`src/rtl/hazard_ctrl_pkg.sv`:
```
// Shared pipeline definitions: hazard FSM states,
// forward-select codes and RV32I opcodes.
package hazard_ctrl_pkg;

  typedef enum logic {
    ST_RUN,
    ST_MEM_WAIT
  } hz_state_t;

  localparam logic [1:0] FWD_RF  = 2'b00;
  localparam logic [1:0] FWD_MEM = 2'b01;
  localparam logic [1:0] FWD_WB  = 2'b10;

  localparam logic [6:0] OP_LOAD   = 7'b0000011;
  localparam logic [6:0] OP_STORE  = 7'b0100011;
  localparam logic [6:0] OP_BRANCH = 7'b1100011;
  localparam logic [6:0] OP_JAL    = 7'b1101111;
  localparam logic [6:0] OP_JALR   = 7'b1100111;
  localparam logic [6:0] OP_OP     = 7'b0110011;
  localparam logic [6:0] OP_OP_IMM = 7'b0010011;
  localparam logic [6:0] OP_LUI    = 7'b0110111;
  localparam logic [6:0] OP_AUIPC  = 7'b0010111;

endpackage

```
`src/rtl/hazard_ctrl_if.sv`:
```
// Hazard controller bundle: stage control bits in,
// stall/flush/forward/perf signals out.
interface hazard_ctrl_if #(
  parameter int REG_AW = 5,
  parameter int CNT_W  = 16
) ();

  logic [REG_AW-1:0] id_rs1_i;
  logic [REG_AW-1:0] id_rs2_i;
  logic              id_use_rs1_i;
  logic              id_use_rs2_i;
  logic [REG_AW-1:0] ex_rs1_i;
  logic [REG_AW-1:0] ex_rs2_i;
  logic [REG_AW-1:0] ex_rd_i;
  logic              ex_reg_write_i;
  logic              ex_mem_read_i;
  logic              ex_redirect_i;
  logic [REG_AW-1:0] mem_rd_i;
  logic              mem_reg_write_i;
  logic [REG_AW-1:0] wb_rd_i;
  logic              wb_reg_write_i;
  logic              dmem_req_i;
  logic              dmem_ready_i;

  logic              pc_stall_o;
  logic              ifid_stall_o;
  logic              idex_stall_o;
  logic              exmem_stall_o;
  logic              ifid_flush_o;
  logic              idex_flush_o;
  logic              memwb_bubble_o;
  logic [1:0]        fwd_a_o;
  logic [1:0]        fwd_b_o;
  logic [CNT_W-1:0]  stall_cnt_o;
  logic [CNT_W-1:0]  flush_cnt_o;
  logic              err_timeout_o;

  modport master (
    output id_rs1_i, id_rs2_i,
    output id_use_rs1_i, id_use_rs2_i,
    output ex_rs1_i, ex_rs2_i, ex_rd_i,
    output ex_reg_write_i, ex_mem_read_i,
    output ex_redirect_i,
    output mem_rd_i, mem_reg_write_i,
    output wb_rd_i, wb_reg_write_i,
    output dmem_req_i, dmem_ready_i,
    input  pc_stall_o, ifid_stall_o,
    input  idex_stall_o, exmem_stall_o,
    input  ifid_flush_o, idex_flush_o,
    input  memwb_bubble_o,
    input  fwd_a_o, fwd_b_o,
    input  stall_cnt_o, flush_cnt_o,
    input  err_timeout_o
  );

  modport slave (
    input  id_rs1_i, id_rs2_i,
    input  id_use_rs1_i, id_use_rs2_i,
    input  ex_rs1_i, ex_rs2_i, ex_rd_i,
    input  ex_reg_write_i, ex_mem_read_i,
    input  ex_redirect_i,
    input  mem_rd_i, mem_reg_write_i,
    input  wb_rd_i, wb_reg_write_i,
    input  dmem_req_i, dmem_ready_i,
    output pc_stall_o, ifid_stall_o,
    output idex_stall_o, exmem_stall_o,
    output ifid_flush_o, idex_flush_o,
    output memwb_bubble_o,
    output fwd_a_o, fwd_b_o,
    output stall_cnt_o, flush_cnt_o,
    output err_timeout_o
  );

endinterface

```
`src/rtl/hazard_ctrl_fwd_sel.sv`:
```
// Per-operand forward select: ex_rs vs MEM/WB rd.
// MEM wins over WB; x0 is never forwarded.
module hazard_ctrl_fwd_sel
  import hazard_ctrl_pkg::*;
#(
  parameter int REG_AW = 5
) (
  input  logic [REG_AW-1:0] ex_rs,
  input  logic [REG_AW-1:0] mem_rd,
  input  logic              mem_we,
  input  logic [REG_AW-1:0] wb_rd,
  input  logic              wb_we,
  output logic [1:0]        sel
);

  logic rs_nz;
  logic mem_hit;
  logic wb_hit;

  assign rs_nz   = |ex_rs;
  assign mem_hit = rs_nz & mem_we
                 & (mem_rd == ex_rs);
  assign wb_hit  = rs_nz & wb_we
                 & (wb_rd == ex_rs);

  always_comb begin
    sel = FWD_RF;
    if (mem_hit)     sel = FWD_MEM;
    else if (wb_hit) sel = FWD_WB;
  end

endmodule

```
`src/rtl/hazard_ctrl.sv`:
```
// Pipeline hazard controller: load-use interlock,
// EX redirect flush, dmem wait, perf counters.
module hazard_ctrl
  import hazard_ctrl_pkg::*;
#(
  parameter int REG_AW   = 5,
  parameter int CNT_W    = 16,
  parameter int MAX_WAIT = 15
) (
  input logic         clk_i,
  input logic         reset_i,
  hazard_ctrl_if.slave hz
);

  localparam int WCW = $clog2(MAX_WAIT + 1);
  localparam logic [WCW-1:0] W_MAX  = WCW'(MAX_WAIT);
  localparam logic [WCW-1:0] W_LAST = WCW'(MAX_WAIT - 1);

  hz_state_t        state;
  logic [WCW-1:0]   wait_cnt;
  logic [CNT_W-1:0] stall_cnt;
  logic [CNT_W-1:0] flush_cnt;
  logic             err;

  logic mem_stall;
  logic redirect;
  logic rs1_hit;
  logic rs2_hit;
  logic load_use;
  logic redir_act;

  logic pc_stall;
  logic ifid_stall;
  logic idex_stall;
  logic exmem_stall;
  logic ifid_flush;
  logic idex_flush;
  logic bubble;
  logic [1:0] fwd_a;
  logic [1:0] fwd_b;

  assign mem_stall = hz.dmem_req_i
                   & ~hz.dmem_ready_i;
  assign redirect  = hz.ex_redirect_i;
  assign rs1_hit   = hz.id_use_rs1_i
                   & (hz.id_rs1_i == hz.ex_rd_i);
  assign rs2_hit   = hz.id_use_rs2_i
                   & (hz.id_rs2_i == hz.ex_rd_i);
  assign load_use  = hz.ex_mem_read_i
                   & hz.ex_reg_write_i
                   & (|hz.ex_rd_i)
                   & (rs1_hit | rs2_hit);
  // A redirect only counts when the pipe is not
  // frozen by memory; a held EX re-resolves later.
  assign redir_act = reset_i & ~mem_stall
                   & redirect;

  always_comb begin
    pc_stall    = 1'b0;
    ifid_stall  = 1'b0;
    idex_stall  = 1'b0;
    exmem_stall = 1'b0;
    ifid_flush  = 1'b0;
    idex_flush  = 1'b0;
    bubble      = 1'b0;
    priority case (1'b1)
      ~reset_i: begin
        ifid_flush = 1'b1;
        idex_flush = 1'b1;
        bubble     = 1'b1;
      end
      mem_stall: begin
        pc_stall    = 1'b1;
        ifid_stall  = 1'b1;
        idex_stall  = 1'b1;
        exmem_stall = 1'b1;
        bubble      = 1'b1;
      end
      redirect: begin
        ifid_flush = 1'b1;
        idex_flush = 1'b1;
      end
      load_use: begin
        pc_stall   = 1'b1;
        ifid_stall = 1'b1;
        idex_flush = 1'b1;
      end
      default: ;
    endcase
  end

  hazard_ctrl_fwd_sel #(.REG_AW(REG_AW)) u_fwd_a (
    .ex_rs  (hz.ex_rs1_i),
    .mem_rd (hz.mem_rd_i),
    .mem_we (hz.mem_reg_write_i),
    .wb_rd  (hz.wb_rd_i),
    .wb_we  (hz.wb_reg_write_i),
    .sel    (fwd_a)
  );

  hazard_ctrl_fwd_sel #(.REG_AW(REG_AW)) u_fwd_b (
    .ex_rs  (hz.ex_rs2_i),
    .mem_rd (hz.mem_rd_i),
    .mem_we (hz.mem_reg_write_i),
    .wb_rd  (hz.wb_rd_i),
    .wb_we  (hz.wb_reg_write_i),
    .sel    (fwd_b)
  );

  always_ff @(posedge clk_i) begin
    if (!reset_i) begin
      state     <= ST_RUN;
      wait_cnt  <= '0;
      stall_cnt <= '0;
      flush_cnt <= '0;
      err       <= 1'b0;
    end else begin
      unique case (state)
        ST_RUN:
          if (mem_stall) state <= ST_MEM_WAIT;
        ST_MEM_WAIT:
          if (hz.dmem_ready_i) state <= ST_RUN;
        default: state <= ST_RUN;
      endcase
      if (mem_stall) begin
        if (wait_cnt != W_MAX)
          wait_cnt <= wait_cnt + 1'b1;
        if (wait_cnt >= W_LAST)
          err <= 1'b1;
      end else begin
        wait_cnt <= '0;
      end
      stall_cnt <= stall_cnt + CNT_W'(pc_stall);
      flush_cnt <= flush_cnt + CNT_W'(redir_act);
    end
  end

  assign hz.pc_stall_o     = pc_stall;
  assign hz.ifid_stall_o   = ifid_stall;
  assign hz.idex_stall_o   = idex_stall;
  assign hz.exmem_stall_o  = exmem_stall;
  assign hz.ifid_flush_o   = ifid_flush;
  assign hz.idex_flush_o   = idex_flush;
  assign hz.memwb_bubble_o = bubble;
  assign hz.fwd_a_o        = reset_i ? fwd_a : FWD_RF;
  assign hz.fwd_b_o        = reset_i ? fwd_b : FWD_RF;
  assign hz.stall_cnt_o    = stall_cnt;
  assign hz.flush_cnt_o    = flush_cnt;
  assign hz.err_timeout_o  = err;

endmodule
```
`src/flat_wrapper.sv`:
```
// flat-port wrapper written by rule: the top's interface ports become plain ports
module hazard_ctrl_flat import hazard_ctrl_pkg::*;
#(
  parameter int REG_AW   = 5,
  parameter int CNT_W    = 16,
  parameter int MAX_WAIT = 15
)
  (clk_i, reset_i, hz_id_rs1_i, hz_id_rs2_i, hz_id_use_rs1_i, hz_id_use_rs2_i, hz_ex_rs1_i, hz_ex_rs2_i, hz_ex_rd_i, hz_ex_reg_write_i, hz_ex_mem_read_i, hz_ex_redirect_i, hz_mem_rd_i, hz_mem_reg_write_i, hz_wb_rd_i, hz_wb_reg_write_i, hz_dmem_req_i, hz_dmem_ready_i, hz_pc_stall_o, hz_ifid_stall_o, hz_idex_stall_o, hz_exmem_stall_o, hz_ifid_flush_o, hz_idex_flush_o, hz_memwb_bubble_o, hz_fwd_a_o, hz_fwd_b_o, hz_stall_cnt_o, hz_flush_cnt_o, hz_err_timeout_o);
  hazard_ctrl_if #(.REG_AW(REG_AW), .CNT_W(CNT_W)) hz_i ();
  input logic clk_i;
  input logic reset_i;
  input wire logic [$bits(hz_i.id_rs1_i)-1:0] hz_id_rs1_i;
  input wire logic [$bits(hz_i.id_rs2_i)-1:0] hz_id_rs2_i;
  input wire logic [$bits(hz_i.id_use_rs1_i)-1:0] hz_id_use_rs1_i;
  input wire logic [$bits(hz_i.id_use_rs2_i)-1:0] hz_id_use_rs2_i;
  input wire logic [$bits(hz_i.ex_rs1_i)-1:0] hz_ex_rs1_i;
  input wire logic [$bits(hz_i.ex_rs2_i)-1:0] hz_ex_rs2_i;
  input wire logic [$bits(hz_i.ex_rd_i)-1:0] hz_ex_rd_i;
  input wire logic [$bits(hz_i.ex_reg_write_i)-1:0] hz_ex_reg_write_i;
  input wire logic [$bits(hz_i.ex_mem_read_i)-1:0] hz_ex_mem_read_i;
  input wire logic [$bits(hz_i.ex_redirect_i)-1:0] hz_ex_redirect_i;
  input wire logic [$bits(hz_i.mem_rd_i)-1:0] hz_mem_rd_i;
  input wire logic [$bits(hz_i.mem_reg_write_i)-1:0] hz_mem_reg_write_i;
  input wire logic [$bits(hz_i.wb_rd_i)-1:0] hz_wb_rd_i;
  input wire logic [$bits(hz_i.wb_reg_write_i)-1:0] hz_wb_reg_write_i;
  input wire logic [$bits(hz_i.dmem_req_i)-1:0] hz_dmem_req_i;
  input wire logic [$bits(hz_i.dmem_ready_i)-1:0] hz_dmem_ready_i;
  output wire logic [$bits(hz_i.pc_stall_o)-1:0] hz_pc_stall_o;
  output wire logic [$bits(hz_i.ifid_stall_o)-1:0] hz_ifid_stall_o;
  output wire logic [$bits(hz_i.idex_stall_o)-1:0] hz_idex_stall_o;
  output wire logic [$bits(hz_i.exmem_stall_o)-1:0] hz_exmem_stall_o;
  output wire logic [$bits(hz_i.ifid_flush_o)-1:0] hz_ifid_flush_o;
  output wire logic [$bits(hz_i.idex_flush_o)-1:0] hz_idex_flush_o;
  output wire logic [$bits(hz_i.memwb_bubble_o)-1:0] hz_memwb_bubble_o;
  output wire logic [$bits(hz_i.fwd_a_o)-1:0] hz_fwd_a_o;
  output wire logic [$bits(hz_i.fwd_b_o)-1:0] hz_fwd_b_o;
  output wire logic [$bits(hz_i.stall_cnt_o)-1:0] hz_stall_cnt_o;
  output wire logic [$bits(hz_i.flush_cnt_o)-1:0] hz_flush_cnt_o;
  output wire logic [$bits(hz_i.err_timeout_o)-1:0] hz_err_timeout_o;
  assign hz_i.id_rs1_i = hz_id_rs1_i;
  assign hz_i.id_rs2_i = hz_id_rs2_i;
  assign hz_i.id_use_rs1_i = hz_id_use_rs1_i;
  assign hz_i.id_use_rs2_i = hz_id_use_rs2_i;
  assign hz_i.ex_rs1_i = hz_ex_rs1_i;
  assign hz_i.ex_rs2_i = hz_ex_rs2_i;
  assign hz_i.ex_rd_i = hz_ex_rd_i;
  assign hz_i.ex_reg_write_i = hz_ex_reg_write_i;
  assign hz_i.ex_mem_read_i = hz_ex_mem_read_i;
  assign hz_i.ex_redirect_i = hz_ex_redirect_i;
  assign hz_i.mem_rd_i = hz_mem_rd_i;
  assign hz_i.mem_reg_write_i = hz_mem_reg_write_i;
  assign hz_i.wb_rd_i = hz_wb_rd_i;
  assign hz_i.wb_reg_write_i = hz_wb_reg_write_i;
  assign hz_i.dmem_req_i = hz_dmem_req_i;
  assign hz_i.dmem_ready_i = hz_dmem_ready_i;
  assign hz_pc_stall_o = hz_i.pc_stall_o;
  assign hz_ifid_stall_o = hz_i.ifid_stall_o;
  assign hz_idex_stall_o = hz_i.idex_stall_o;
  assign hz_exmem_stall_o = hz_i.exmem_stall_o;
  assign hz_ifid_flush_o = hz_i.ifid_flush_o;
  assign hz_idex_flush_o = hz_i.idex_flush_o;
  assign hz_memwb_bubble_o = hz_i.memwb_bubble_o;
  assign hz_fwd_a_o = hz_i.fwd_a_o;
  assign hz_fwd_b_o = hz_i.fwd_b_o;
  assign hz_stall_cnt_o = hz_i.stall_cnt_o;
  assign hz_flush_cnt_o = hz_i.flush_cnt_o;
  assign hz_err_timeout_o = hz_i.err_timeout_o;
  hazard_ctrl #(.REG_AW(REG_AW), .CNT_W(CNT_W), .MAX_WAIT(MAX_WAIT)) u_core (.clk_i(clk_i), .reset_i(reset_i), .hz(hz_i));
endmodule
```
`config.mk`:
```
export PLATFORM = sky130hd
export DESIGN_NAME = hazard_ctrl_flat
export DESIGN_NICKNAME = d
export VERILOG_FILES = /design/src/rtl/hazard_ctrl_pkg.sv /design/src/rtl/hazard_ctrl_if.sv /design/src/rtl/hazard_ctrl_fwd_sel.sv /design/src/rtl/hazard_ctrl.sv /design/src/flat_wrapper.sv
export SDC_FILE = /design/constraint.sdc
export NUM_CORES = 1
export LEC_CHECK = 0
export BUFFER_PORTS_ARGS = -buffer_cell sky130_fd_sc_hd__buf_2
export CORE_ASPECT_RATIO = 1.75
export CORE_MARGIN = 10
export CORE_UTILIZATION = 35
export DETAILED_ROUTE_END_ITERATION = 10
export GPL_ROUTABILITY_DRIVEN = 0
export PLACE_DENSITY = 0.7
export SETUP_SLACK_MARGIN = 0.02
export SYNTH_ARGS = -nofsm -noshare
export SYNTH_HDL_FRONTEND = slang
export SYNTH_SLANG_ARGS = --single-unit
```
`constraint.sdc`:
```
create_clock -name clk_i -period 3.15 [get_ports clk_i]
set_clock_uncertainty 0.2 [all_clocks]
set_input_delay 0.63 -clock clk_i [delete_from_list [all_inputs] [get_ports clk_i]]
set_output_delay 0.63 -clock clk_i [all_outputs]
set_load 0.02 [all_outputs]
```
==> flow_metrics.tcl <==
set metrics [dict create \
    synthDistinctLibCells 37 \
    finalCriticalPeriod_ps 2940 \
    drtPass1Iterations 4 \
    drt_iter0_markers 102 \
    r2r-end "u_core.hz.flush_cnt_o[14]$_SDFF_PN0_" \
    fmax_mhz 340 \
    clk_pin_slew_worst_paths_ps 80 \
    synth-seq-cells 37 \
    ys_seq_area_frac 0.347 \
    overflow 0 \
    antenna_found_initial 0 \
    whs_ps 306 \
    grt_pass1_vias 2161 \
    setup.worst_path.end_class "output pin" \
    dieWidth_um 79.1 \
    worstSetupPathDepth 7 \
    coreArea_um2 5930 \
    power_uw 939 \
    p_leak_uw 0.00121 \
    synth.avg_cell_area_um2 8.68 \
    nets 395 \
    maxCapViolations 0 \
    final-setup-viol-count 0 \
    tightest_slew_ps 382 \
    synth_edf_count 0 \
    slew_violations 0 \
    hp-class "register to register" \
    synth-main-ff-cell "dfxtp_1" \
    cts-resized-gates 0 \
    clock_latency_ps 290 \
    clockBufferDepth 2 \
    cts_tree "built" \
    start_util 0.360 \
    grt_usage 0.119 \
    rsz0062_at_grt "false" \
    setup.worst_path.class "input port to output pin" \
    root_buffer "clkbuf_8" \
    r2r_cells 6 \
    path_cells "buf_2 -> xor2_1 -> nor4_1 -> a32oi_1 -> o41ai_4 -> buf_4 -> buf_2" \
    crit_path_max_incr_delay_ps 360 \
    area_delta_synth_final_pct 31.4 \
    relSlewSlack 0.745 \
    pin_count 90 \
    fin_crit_sh 0.934 \
    fin_setup_tns_ps 0 \
    worstPathArrival_ps 2110 \
    report.final.hold_viol_count 0 \
    dp_hpwl_um 4970 \
    stdcell_area_um2 2810 \
    dieArea_um2 9750 \
    numPortBuffers 89 \
    timing.critical_path.from "hz_ex_rd_i[4]" \
    power.density_nw_per_um2 335 \
    grt_pass1_wl_um 9650 \
    status "complete, no violations" \
    vias_per_cell 4.93 \
    critPathBufInv 3 \
    num_vias 2079 \
    layout-drive-gt1-share 0.355 \
    setup.worst_path.end "hz_ifid_stall_o" \
    crit_family "compound AO/OA/AOI/OAI gates" \
    vdd_drop_max_v 0.000154 \
    synthesis.area_um2 2140 \
    cts_buffers 5 \
    crit_path_frequent_cell "buf_2" \
    ys_async_sr_fraction 0 \
    crit_required_ps 2320 \
    cts_hold_buf 0 \
    worst-path-max-fanout 3 \
    critPathSlowestCell "o41ai_4" \
    postRouteAntennaNets 0 \
    yosys_warnings 0 \
    cts_setup_buffers 0 \
    std_cell_rows 37 \
    cts_htree_levels 2 \
    synthesis.nets 298 \
    r2r_start "u_core.hz.flush_cnt_o[0]$_SDFF_PN0_" \
    postPlaceCellArea_um2 2720 \
    diodes 0 \
    wire_per_inst_um 13.9 \
    wl_um 5860 \
    drcViolationCount 0 \
    hp-start "u_core.hz.err_timeout_o$_SDFFE_PN0P_" \
    die_h_um 123 \
    synth_cells 246 \
    clock-sinks 37 \
    regToRegSetupSlack_ps 1430 \
    grt_max_degree 29 \
    startpoint_type "input port" \
]
==> worst register-to-register path: cells and delay by family (launching register included) <==
family / cells / cell delay, ps
adder cells (fa/ha/maj): 2 / 430
flip-flops: 1 / 340
AND/OR/NAND/NOR: 3 / 480
XOR/XNOR: 1 / 160
==> worst min-delay path by stage <==
stage / endpoint / slack (ps) / depth (start not counted)
2_1_floorplan: u_core.wait_cnt[2]$_SDFFE_PN0P_ / 310 / 2
3_3_place_gp: u_core.hz.err_timeout_o$_SDFFE_PN0P_ / 280 / 2
3_5_place_dp: u_core.hz.err_timeout_o$_SDFFE_PN0P_ / 290 / 2
4_1_cts: u_core.hz.err_timeout_o$_SDFFE_PN0P_ / 310 / 2
5_1_grt: u_core.hz.stall_cnt_o[14]$_SDFF_PN0_ / 340 / 2
6_report: u_core.hz.err_timeout_o$_SDFFE_PN0P_ / 310 / 2
==> registers in the layout, indices dropped and copies added, names as in the netlist <==
name and cells:
u_core.hz.stall_cnt_o 16, u_core.hz.err_timeout_o 1, u_core.hz.flush_cnt_o 16, u_core.wait_cnt 4
==> where the power goes <==
part / switching [uW] / leakage [uW] / internal, uW / total [uW]
Clock: 176 / 0.0000445 / 157 / 333
Sequential: 2.50 / 0.000298 / 470 / 473
Combinational: 71.6 / 0.000865 / 61.1 / 133
Total: 250 / 0.00121 / 688 / 939
==> per-layer routing <==
| layer | global-route usage | vias up | wire length [um] |
|---|---|---|---|
| li1 | - | 1040 | - |
| met1 | 0.109 | 946 | 2090 |
| met2 | 0.219 | 82 | 3030 |
| met3 | 0.0480 | 11 | 566 |
| met4 | 0.0586 | 0 | 170 |
| met5 | 0 | - | 0 |
==> cell type report <==
type                            count  area (um2)
Tap cell                           78        97.6
Fill cell                         629        3120
Multi-Input combinational cell    194        1340
Inverter                            8        30.0
Timing Repair Buffer               97         505
Clock buffer                        5        68.8
Sequential cell                    37         741
Clock inverter                      3        21.3
==> Yosys cell counts (all sizes together) (2+ instances only) <==
cell	n	area, um2
a21oi	4	20.0
nand2	15	56.3
o21ai	2	10.0
nand2b	2	12.5
nand3	13	65.1
a31o	2	17.5
nand4	14	109
ha	6	75.1
inv	8	30.0
or4	2	22.5
or3	2	12.5
clkbuf	5	18.8
nor4	11	106
xor2	18	158
dfxtp	37	741
nor3	12	60.1
xnor2	36	315
buf	2	15.0
nor2	37	154
and2	7	45.1
==> logic make-up after synthesis <==
logic type,synth area share
AO/OA/AOI/OAI,0.0475
AND/OR/NAND/NOR,0.315
adder cells (fa/ha/maj),0.0351
multiplexers,0.00469
buffers and inverters,0.0299
XOR/XNOR,0.221
flip-flops,0.347
==> metrics by stage <==
step | instances | worst slack [ps] | utilization
6_report | 422 | 209 | 0.474
5_1_grt | 422 | 98.4 | 0.474
4_1_cts | 422 | 172 | 0.474
3_5_place_dp | 414 | -78.0 | 0.458
3_3_place_gp | 414 | -11.5 | 0.458
2_1_floorplan | 246 | 60.2 | -
==> placed cells by master, fill, tap and decap left out, types with 2 or more instances in the layout <==
cell type and n:
buf_2 89, dfxtp_1 37, xnor2_1 36, nor2_1 35, xor2_1 18, nand2_1 15, nand3_1 13, nor3_1 12
nand4_1 12, inv_1 8, buf_4 8, nor4_2 6, ha_1 6, nor4_1 5, and2_1 5, clkbuf_8 5
a21oi_1 4, nand2b_1 2, or4_4 2, nor2_4 2, o21ai_0 2, or3_1 2, a31o_2 2
(Power assumes the default switching activity.)
